`src/rtl/bcd_bin_converter.sv`:
```
// Sequential 8-digit BCD to two's-complement binary converter (reverse double dabble).
// Ports: clk, rst_n, start, first..eighth, neg -> busy, done, result, err. Option: BCD_BIN_DIGIT_CHECK_EN.
module bcd_bin_converter #(
  parameter int DATA_WIDTH  = 32,
  parameter int DIGIT_WIDTH = 4
) (
  input  logic                   clk,
  input  logic                   rst_n,
  input  logic                   start,
  input  logic [DIGIT_WIDTH-1:0] first,
  input  logic [DIGIT_WIDTH-1:0] second,
  input  logic [DIGIT_WIDTH-1:0] third,
  input  logic [DIGIT_WIDTH-1:0] fourth,
  input  logic [DIGIT_WIDTH-1:0] fifth,
  input  logic [DIGIT_WIDTH-1:0] sixth,
  input  logic [DIGIT_WIDTH-1:0] seventh,
  input  logic [DIGIT_WIDTH-1:0] eighth,
  input  logic                   neg,
  output logic                   busy,
  output logic                   done,
  output logic [DATA_WIDTH-1:0]  result,
  output logic                   err
);

  localparam int CW = $clog2(DATA_WIDTH + 1);

  typedef enum logic [1:0] {
    IDLE,
    SHIFT,
    FINISH
  } state_t;

  state_t state, state_nxt;

  logic [31:0]           bcd_reg;
  logic [DATA_WIDTH-1:0] bin_reg;
  logic [CW-1:0]         cnt;
  logic                  neg_q;

  logic [31:0]           bcd_in;
  logic [31:0]           bcd_shf;
  logic [31:0]           bcd_adj;
  logic [DATA_WIDTH-1:0] bin_shf;
  logic [DATA_WIDTH-1:0] bin_sgn;
  logic                  last;

  assign bcd_in = {eighth, seventh, sixth, fifth,
                   fourth, third, second, first};

  assign last = (cnt == CW'(DATA_WIDTH - 1));

  // One reverse-dabble step: shift right, then digits >= 8 lose 3
  always_comb begin
    bcd_shf = {1'b0, bcd_reg[31:1]};
    bin_shf = {bcd_reg[0], bin_reg[DATA_WIDTH-1:1]};
    bcd_adj = bcd_shf;
    for (int i = 0; i < 8; i++) begin
      if (bcd_shf[4*i+3])
        bcd_adj[4*i +: 4] = bcd_shf[4*i +: 4] - 4'd3;
    end
  end

  assign bin_sgn = neg_q ? (~bin_reg) + DATA_WIDTH'(1) : bin_reg;

  always_comb begin
    state_nxt = state;
    unique case (state)
      IDLE:   if (start) state_nxt = SHIFT;
      SHIFT:  if (last) state_nxt = FINISH;
      FINISH: state_nxt = IDLE;
      default: state_nxt = IDLE;
    endcase
  end

  always_ff @(posedge clk or negedge rst_n) begin
    if (!rst_n) state <= IDLE;
    else        state <= state_nxt;
  end

  assign busy = (state != IDLE);

`ifdef BCD_BIN_DIGIT_CHECK_EN
  logic bad_in;
  logic flag_q;
  logic err_q;

  always_comb begin
    bad_in = 1'b0;
    for (int i = 0; i < 8; i++) begin
      if (bcd_in[4*i +: 4] > 4'd9) bad_in = 1'b1;
    end
  end

  always_ff @(posedge clk or negedge rst_n) begin
    if (!rst_n) begin
      flag_q <= 1'b0;
      err_q  <= 1'b0;
    end else begin
      if (state == IDLE && start) flag_q <= bad_in;
      if (state == FINISH)        err_q  <= flag_q;
    end
  end

  assign err = err_q;
`else
  logic flag_q;
  assign flag_q = 1'b0;
  assign err    = 1'b0;
`endif

  always_ff @(posedge clk or negedge rst_n) begin
    if (!rst_n) begin
      bcd_reg <= '0;
      bin_reg <= '0;
      cnt     <= '0;
      neg_q   <= 1'b0;
      done    <= 1'b0;
      result  <= '0;
    end else begin
      done <= 1'b0;
      unique case (state)
        IDLE: begin
          if (start) begin
            bcd_reg <= bcd_in;
            bin_reg <= '0;
            cnt     <= '0;
            neg_q   <= neg;
          end
        end
        SHIFT: begin
          bcd_reg <= bcd_adj;
          bin_reg <= bin_shf;
          cnt     <= cnt + CW'(1);
        end
        FINISH: begin
          result <= flag_q ? '0 : bin_sgn;
          done   <= 1'b1;
        end
        default: ;
      endcase
    end
  end

endmodule
```
`config.mk`:
```
export PLATFORM = sky130hd
export DESIGN_NAME = bcd_bin_converter
export DESIGN_NICKNAME = d
export VERILOG_FILES = /design/src/rtl/bcd_bin_converter.sv
export SDC_FILE = /design/constraint.sdc
export NUM_CORES = 1
export LEC_CHECK = 0
export ABC_AREA = 1
export CAP_MARGIN = 20
export CELL_PAD_IN_SITES_DETAIL_PLACEMENT = 0
export CELL_PAD_IN_SITES_GLOBAL_PLACEMENT = 1
export CORE_MARGIN = 4
export CORE_UTILIZATION = 25
export DETAILED_ROUTE_END_ITERATION = 8
export PLACE_DENSITY_LB_ADDON = 0.1
export SETUP_SLACK_MARGIN = 0.3
export SYNTH_ARGS = -nofsm -noshare
export SYNTH_HDL_FRONTEND = slang
export SYNTH_SLANG_ARGS = --single-unit
```
`constraint.sdc`:
```
create_clock -name clk -period 4.3 [get_ports clk]
set_input_delay 0.86 -clock clk [delete_from_list [all_inputs] [get_ports clk]]
set_output_delay 0.86 -clock clk [all_outputs]
set_load 0.005 [all_outputs]
```
==> flow_summary.ini <==
[floorplan]
std_cell_rows = 53
die_area_um2 = 24300
fp.dieW_um = 156
initial_utilization = 0.257
die_h_um = 156
core_um2 = 21300
boundaryPins = 71

[yosys]
synthSimpleGateAreaFrac = 0.212
synthMuxAreaShare = 0
synth-compound-area-share = 0.188
synth_warnings = 0
synth_area_leaders = dfrtp_1 (49%), nand2_1 (10%), nand3_1 (4.7%), o22ai_2 (4.6%), inv_1 (4.0%)
yosysTopAreaCellShare = 0.485
synth_top_area_cell = dfrtp_1
avgSynthCellArea_um2 = 8.44
syn-num-nets = 693
yosysSeqAreaShare = 0.485
ys_types = 35
ys_ff_latch = 106
synth_xor_area_frac = 0.0208
synthAdderAreaFrac = 0.0206
synth_top_family_by_area = simple AND/OR/NAND/NOR gates
synth_cells = 648
synth_area_um2 = 5470

[cts]
clockBufferDepth = 2
clock_latency_ns = 0.35
cts-root-buf = clkbuf_16
cts_resized = 0
clk_pin_slew_worst_paths_ns = 0.07
cts-buffers-inserted = 9
cts_hold_buf = 0
cts_htree_levels = 3
cts_sinks = 106
post-cts-setup-buffers = 0
cts_tree = done

[sta]
finalCritPeriodShare = 0.571
rsz0062_at_grt = no
slew_headroom = 0.428
setup_viol = 0
fmaxAchievable_mhz = 407
hold_violations = 0
slew_viol_final = 0
worst_pin_slew_ns = 0.859
setup_tns_ns = 0
clock_skew_ns = 0.00847
fin_crit_ns = 2.45

[worst_setup_path]
required_ns = 4.52
arrival_ns = 2.67
critical-path-slowest-cell = clkdlybuf4s50_1
worst-setup-path-type = primary input to register
critPathMaxStageDelay_ns = 0.48
worstPathCellList = clkdlybuf4s50_1 > nand3_2 > buf_4 > inv_2 > nor2_8 > inv_2 > buf_12 > o221ai_1
timing.rr.start = state[0]
critPathBufInv = 5
cp_top_family = buffers and inverters
startpoint_type = primary input
r2r_slack_ns = 1.93
end_kind = register
r2r_end = bcd_reg[13]
cp_max_fo = 58
reg2reg_depth = 7
path_common_cell = inv_2

[global_route]
grt_usage = 0.130
grt_overflow = 0
antenna_found_initial = 0
grt_max_degree = 64
grt_pass1_vias = 4761
grt_pass1_wl_mm = 25.3

[detailed_routing]
num_vias = 4632
viasPerCell = 4.69
wl_per_cell_um = 15.6
drt-total-wl_mm = 15.4
drt.antenna.violating_nets = 0
drt-pass1-iter-count = 5
drt_iter0_markers = 235
route.detailed.drc = 0

[final_layout]
mostFrequentLayoutCells = nand2_1 (152), dfrtp_1 (106), clkdlybuf4s50_1 (68), inv_1 (58), nor2_1 (55)
utilization = 0.315
final.fill_count = 2257
area_growth_pct = 22.5
final_common_cell = nand2_1
diodes = 0
final_layout_size_suffix_gt1_frac = 0.0842
nNetsFinal = 753

[hold_path]
min-delay-start = result[18]
hold_end = result[18]
min_path_type = register to register
worstHoldPathCells = 2

[power]
power_density_nw_per_um2 = 766
ir_drop_mv = 0.228
leakagePower_nw = 3.01

[placed_design]
globalplace.congestion = 0.749
dpl.hpwl_mm = 10.6
portBuffers = 69

[run_status]
status = completed

[flow_run]
maxCapViolCount = 0
-- worst max path at each step --
stage          startpoint           to  cells past startpoint
6_report            start  bcd_reg[22]                      8
5_1_grt             start  bcd_reg[26]                      9
4_1_cts             start  bcd_reg[18]                      9
3_5_place_dp        start  bcd_reg[18]                      9
3_3_place_gp        start  bcd_reg[26]                      9
2_1_floorplan       start  bin_reg[22]                      7
-- synthesized netlist by cell type, drive strengths merged --
| master | n |
|---|---|
| a2bb2oi | 7 |
| a22o | 2 |
| dfrtp | 106 |
| conb | 1 |
| xor2 | 10 |
| buf | 19 |
| a311oi | 3 |
| o211ai | 10 |
| nand3b | 1 |
| clkbuf | 9 |
| nand4 | 8 |
| inv | 67 |
| nand3 | 52 |
| nand2 | 153 |
| ha | 9 |
| o22ai | 43 |
| nor2 | 60 |
| o221ai | 4 |
| xnor2 | 3 |
| o21ai | 53 |
| o31ai | 1 |
| a21oi | 23 |
| a31oi | 4 |
-- power by group --
| part | switching, W | internal, W | total [W] |
|---|---|---|---|
| sequential | 0.000319 | 0.00140 | 0.00172 |
| clock | 0.000392 | 0.000411 | 0.000803 |
| combinational | 0.00156 | 0.00106 | 0.00261 |
| total | 0.00227 | 0.00287 | 0.00513 |
-- worst register-to-register path, delay by kind of cell, from the launching register on --
family | cells | cell delay (ns)
AO/OA/AOI/OAI | 2 | 0.48
AND/OR/NAND/NOR | 1 | 0.04
buffers and inverters | 4 | 1.36
flip-flops | 1 | 0.40
-- cell type report --
class | instances | area, um^2 | area share
clock buffer | 12 | 246 | 0.0368
sequential | 106 | 2650 | 0.396
tap | 275 | 344 | 0.0514
clock inverter | 4 | 26.3 | 0.00392
multi-input combinational | 447 | 2420 | 0.361
inverter | 67 | 251 | 0.0375
timing repair buffer | 77 | 761 | 0.114
-- cell families after synthesis --
kind of cell | Yosys count
and+or+nand+nor | 274
DFF | 106
buffers and inverters | 95
xor gates and xnor gates | 13
other | 1
adders and majority gates | 9
AOI/OAI and AO/OA | 150
-- layer usage --
layer	global-route usage	vias up	routed length (um)
li1	-	2303	-
met1	0.177	2236	7580
met2	0.215	79	7120
met3	0.0186	14	510
met4	0.0421	0	220
met5	0	-	0
-- stage by stage --
| stage | instances | area, um^2 | hold slack, ns | setup WS [ns] | power [W] |
|---|---|---|---|---|---|
| 6_report | 988 | 6700 | 0.477 | 1.85 | 0.00513 |
| 5_1_grt | 988 | 6700 | 0.496 | 1.73 | 0.00564 |
| 4_1_cts | 988 | 6700 | 0.485 | 1.81 | 0.00522 |
| 3_5_place_dp | 972 | 6430 | 0.466 | 1.43 | 0.00439 |
| 3_3_place_gp | 972 | 6430 | 0.464 | 1.49 | 0.00434 |
| 2_1_floorplan | 648 | 5470 | 0.466 | 2.59 | 0.00357 |
Power figures use the tool's default switching activity.
==> edit 1 (config.mk and constraints unchanged) <==
The parameter `DATA_WIDTH` goes from 32 to 16.
--- a/src/rtl/bcd_bin_converter.sv
+++ b/src/rtl/bcd_bin_converter.sv
@@ -3,3 +3,3 @@
 module bcd_bin_converter #(
-  parameter int DATA_WIDTH  = 32,
+  parameter int DATA_WIDTH  = 16,
   parameter int DIGIT_WIDTH = 4
Interface: changed (resized result); port bits go from 71 to 55. No check against the original RTL was run, so the function may have changed too.
==> edit 1 against the unedited design <==
Power fell by 21%. Largest power group unchanged. Largest cell class unchanged. Worst setup slack gained 0.082 ns. Count of clock-buffer cells in the layout fell by 1. Area after synthesis decreased by 31%. Sequential share of layout area shrank 1.8 points. Wire length down 37%. Critical path depth fell by 1. Critical endpoint is now bcd_reg[14]. Sequential cell count shrank 33. Maximum frequency is 3.5% higher. Final area down 28%.
==> edit 1: results (changes against the unedited design) <==
Pre-antenna DRT Iters - 4 (-1)
Worst Hold Class - in -> async
clk_skew - 0.00769 ns (-0.000777 ns)
count of cell types in the netlist - 36 (+2.9%)
initial antenna violation count - 0 (unchanged)
grt met2 use - 19.2% (-2.2 points)
R2R Setup Slk - 2.21 ns (+0.28 ns)
Clk Latency, worst-skew pair - 0.35 ns (about the same)
TritonCTS Buffers - 9 (unchanged)
Synth Cell Area - 3790 um^2 (-31%)
met3 Use GR - 3.63% (+1.8 points)
gpl congestion - 0.727 (-2.9%)
Post-CTS Setup Inserts - 0 (unchanged)
status - completed
pin count of the biggest net entering global routing - 74 (+16%)
reg-to-reg endpoint - bcd_reg[12]
Routed WL - 9720 um (-37%)
total of warnings raised by yosys - 0 (unchanged)
number of flip-flops in the largest register - 32
FFs w/ async S/R, synth - 100% (unchanged)
main area contributors after synthesis - dfrtp_1 48%, nand2_1 6.6%, o21ai_0 5.0%, inv_1 4.7%, o22ai_1 4.1%
max-capacitance violation count - 0 (unchanged)
R2R Path Start - state[1]
Reg clk slew, reported paths - 0.06 ns
Leak - 2.12 nW (-30%)
Clock Tree Buf Depth - 2 (unchanged)
htree depth - 3 (unchanged)
Reg2Reg Depth - 5 (-2)
Initial DRC Count - 154 (-34%)
DRT antenna net count - 0 (unchanged)
VDD IR max - 0.250 mV (+9.8%)
Mapped Nets - 467 (-33%)
CTS resizes - 0 (unchanged)
share of layout cells above drive strength 1 - 9.09% (+0.68 points)
worst slew pin tran - 0.858 ns (-0.000629 ns)
dpl hpwl - 6340 um (-40%)
GR Util met1 - 14.4% (-3.3 points)
# diodes - 0 (unchanged)
crit-path max FO - 46 (-21%)
first-pass GRT wire length - 16200 um (-36%)
Nets - 514 (-32%)
Commonest cells post-synth - 73 x dfrtp_1, 67 x nand2_1, 48 x inv_1, 38 x o21ai_0, 33 x nor2_1
Root Driver - clkbuf_16
IO Port Bufs - 53 (-23%)
CP startpoint - start
via count - 3082 (-33%)
Setup crit end - bcd_reg[14]
Tot GR Track Use - 11.7% (-1.4 points)
register area share after synthesis - 48.2% (-0.37 points)
==> edit 1: worst max-delay path: stages <==
cell	delay, ns
clkdlybuf4s50_1	0.49
inv_1	0.07
nor2_4	0.45
nor2_8	0.12
inv_6	0.36
o211ai_1	0.15
o21ai_0	0.11
==> edit 1: worst min path at each step <==
stage,from,endpoint,slack (ns),cells past startpoint
2_1_floorplan,result[12],result[12],0.47,2
3_3_place_gp,result[13],result[13],0.46,2
3_5_place_dp,result[13],result[13],0.47,2
4_1_cts,result[13],result[13],0.48,2
5_1_grt,rst_n,result[2],0.40,1
6_report,rst_n,result[2],0.39,1
==> edit 1: metrics by stage <==
stage	setup WS [ns]	instances	area, um^2
floorplan	2.66	421	3790
global placement	1.57	640	4420
detailed placement	1.50	640	4420
CTS	1.87	656	4810
global route	1.79	657	4840
finish	1.93	657	4840
==> edit 1: logic make-up (layout without fill, tap and decap cells) <==
family,Yosys count,in the layout,synth area share [%]
and+or+nand+nor,129,129,14.7
AOI/OAI and AO/OA,124,124,21.6
DFF,73,73,48.2
buffers and inverters,71,123,9.10
xor gates and xnor gates,13,13,3.00
adders and majority gates,10,10,3.30
other,1,1,0.0988
==> edit 1: per-layer routing <==
metal,part of all wire [%],up-vias
met5,0,-
met4,1.7,0
met3,4.3,12
met2,48,58
met1,46,1470
li1,-,1542
==> edit 1: layout make-up <==
| class | count | area [um^2] |
|---|---|---|
| Clock buffer | 11 | 243 |
| Clock inverter | 5 | 150 |
| Fill cell | 1539 | 9860 |
| Inverter | 52 | 203 |
| Multi-Input combinational cell | 277 | 1620 |
| Sequential cell | 73 | 1830 |
| Tap cell | 184 | 230 |
| Timing Repair Buffer | 55 | 563 |
==> edit 1: power breakdown <==
| group | switching, W | total (W) | internal, W |
|---|---|---|---|
| registers | 0.000254 | 0.00128 | 0.00102 |
| clock network | 0.000298 | 0.000999 | 0.000700 |
| logic | 0.000998 | 0.00179 | 0.000790 |
==> edit 2 (same flow settings) <==
Without the edit above. Register the output `result` once more, with the module's reset; this adds one clock of latency there. The other outputs are not delayed to match.
--- a/src/rtl/bcd_bin_converter.sv
+++ b/src/rtl/bcd_bin_converter.sv
@@ -31,2 +31,4 @@
   } state_t;
+
+  logic [DATA_WIDTH-1:0] result_s0;
 
@@ -117,3 +119,3 @@
       done    <= 1'b0;
-      result  <= '0;
+      result_s0 <= '0;
     end else begin
@@ -135,3 +137,3 @@
         FINISH: begin
-          result <= flag_q ? '0 : bin_sgn;
+          result_s0 <= flag_q ? '0 : bin_sgn;
           done   <= 1'b1;
@@ -143,2 +145,10 @@
 
+  always_ff @(posedge clk or negedge rst_n) begin
+    if (!rst_n) begin
+      result <= '0;
+    end else begin
+      result <= result_s0;
+    end
+  end
+
 endmodule
Check against the original RTL: no difference found for any inputs over 10 cycles, from zero or initial values and one cycle with rst_n low; that may be too few to reach the edited logic, so the function may still have changed.
==> edit 2 against the unedited design <==
Area after synthesis grew 12%. Worst hold slack lost 0.10 ns. Power grew 18%. Combinational power shrank 11%. Non-clock buffer count shrank 1. Sequential share of layout area grew 4.7 points. Worst setup slack lost 0.29 ns. Wire length grew 3.4%. Sequential cell count grew 32. Final area grew 16%. Final cell count grew 10%. Critical path depth is the same. Critical path type unchanged.
==> edit 2: results (changes against the unedited design) <==
status - completed
clk_skew - 0.0110 ns (+0.00255 ns)
Mapped Nets - 733 (+5.8%)
max-capacitance violation count - 0 (unchanged)
total of warnings raised by yosys - 0 (unchanged)
Initial DRC Count - 299 (+27%)
gpl congestion - 0.752 (+0.48%)
Reg clk slew, reported paths - 0.06 ns
pin count of the biggest net entering global routing - 86 (+34%)
Synth Flop Type - dfrtp_1
dpl hpwl - 10800 um (+1.9%)
Post-CTS Setup Inserts - 0 (unchanged)
Reg2Reg Depth - 8 (+1)
vias in the first global route - 5176 (+8.7%)
cells after synthesis - 688 (+6.2%)
Nets - 799 (+6.1%)
relative slew slack - 32.0% (-11 points)
dpl ws - 1.08 ns (-0.349 ns)
TritonCTS Buffers - 17 (+8)
Clock Tree Buf Depth - 2 (unchanged)
placed cells - 1059 (+9.0%)
initial antenna violation count - 0 (unchanged)
final slew viol count - 0 (unchanged)
share of layout cells above drive strength 1 - 6.65% (-1.8 points)
wire length per cell - 14.6 um (-6.3%)
main area contributors after synthesis - dfrtp_1 56%, nand2_1 10%, nand3_1 4.4%, o22ai_1 4.1%, o21ai_0 4.0%
Clk Latency, worst-skew pair - 0.42 ns (+0.07 ns)
Tot GR Track Use - 12.7% (-0.37 points)
IO Port Bufs - 69 (unchanged)
FFs w/ async S/R, synth - 100% (unchanged)
htree depth - 4 (+1)
register area share after synthesis - 56.2% (+7.7 points)
crit-path max FO - 34 (-41%)
Worst Hold Class - reg -> reg
worst path arrival time - 3.02 ns (+0.35 ns)
VDD IR max - 0.211 mV (-7.1%)
count of cell types in the netlist - 31 (-11%)
Root Driver - clkbuf_16
Pre-antenna DRT Iters - 7 (+2)
Fill cells - 2570 (+14%)
CTS resizes - 0 (unchanged)
# diodes - 0 (unchanged)
Worst Hold Depth - 0 (-2)
Routed WL - 16000 um (+3.4%)
first-pass GRT wire length - 27000 um (+6.8%)
Vias per Instance - 4.51 (-3.8%)
top cell type's share of synthesized area - 56.2% (+7.7 points)
Leak - 3.59 nW (+19%)
Commonest cells post-synth - 170 x nand2_1, 138 x dfrtp_1, 62 x inv_1, 54 x nand3_1, 49 x o21ai_0
-- edit 2: cell types whose count changed in the layout (fill, tap and decap cells not counted), sizes merged, moves of 6 or more --
cell	before	now
nor3	0	6
nand2	153	172
a21oi	23	14
nor2	60	50
clkbuf	12	19
dfrtp	106	138
-- edit 2: metrics by stage --
step	hold slack (ns)	cell area [um^2]
5_1_grt	0.379	7790
3_5_place_dp	0.360	7160
6_report	0.374	7790
2_1_floorplan	0.354	6150
3_3_place_gp	0.361	7140
4_1_cts	0.374	7790
-- edit 2: worst max-delay path: stages --
cell             delay, ns
clkdlybuf4s50_1       0.47
nand3_2               0.07
buf_4                 0.22
inv_2                 0.38
nor2_4                0.11
inv_2                 0.55
buf_12                0.26
o22ai_1               0.08
-- edit 2: layer usage --
metal | global-route usage, % | wire (um) | up-vias | part of all wire [%]
li1 | - | - | 2437 | -
met1 | 16.3 | 7500 | 2357 | 47
met4 | 4.84 | 267 | 0 | 1.7
met5 | 0 | 0 | - | 0
met2 | 20.7 | 7580 | 105 | 48
met3 | 2.92 | 608 | 20 | 3.8
-- edit 2: cell type report --
| cell class | count | area, um^2 | share of cell area (%) |
|---|---|---|---|
| inverters | 68 | 255 | 3.28 |
| multi-input cells | 453 | 2280 | 29.2 |
| clock buffers | 19 | 443 | 5.68 |
| flip-flops and latches | 138 | 3450 | 44.3 |
| well taps | 324 | 405 | 5.20 |
| repair buffers | 76 | 769 | 9.87 |
| clock inverters | 13 | 191 | 2.46 |
-- edit 2: where the power goes --
part           internal (W)  total, W  switching, W
clock              0.000991   0.00159      0.000594
sequential          0.00177   0.00214      0.000367
combinational      0.000945   0.00232       0.00138
total               0.00371   0.00605       0.00234
-- edit 2: worst paths after layout --
check | startpoint | endpoint | slack, ns
worst max-delay path | start | bin_reg[20] | 1.56
worst min-delay path | result_s0[6] | result[6] | 0.37
worst max register to register | state[1] | bin_reg[20] | 1.96
worst min register to register | result_s0[6] | result[6] | 0.37
max in group asynchronous | rst_n | bcd_reg[7] | 2.87
min in group asynchronous | rst_n | result[6] | 0.50
-- edit 2: logic make-up after synthesis --
kind of cell | after synthesis | share of synthesized area, %
simple gates | 292 | 19.9
compound gates | 141 | 13.8
flops | 138 | 56.2
buf+inv | 97 | 6.78
xor+xnor | 10 | 1.43
fa+ha+maj | 9 | 1.83
other cells | 1 | 0.0610
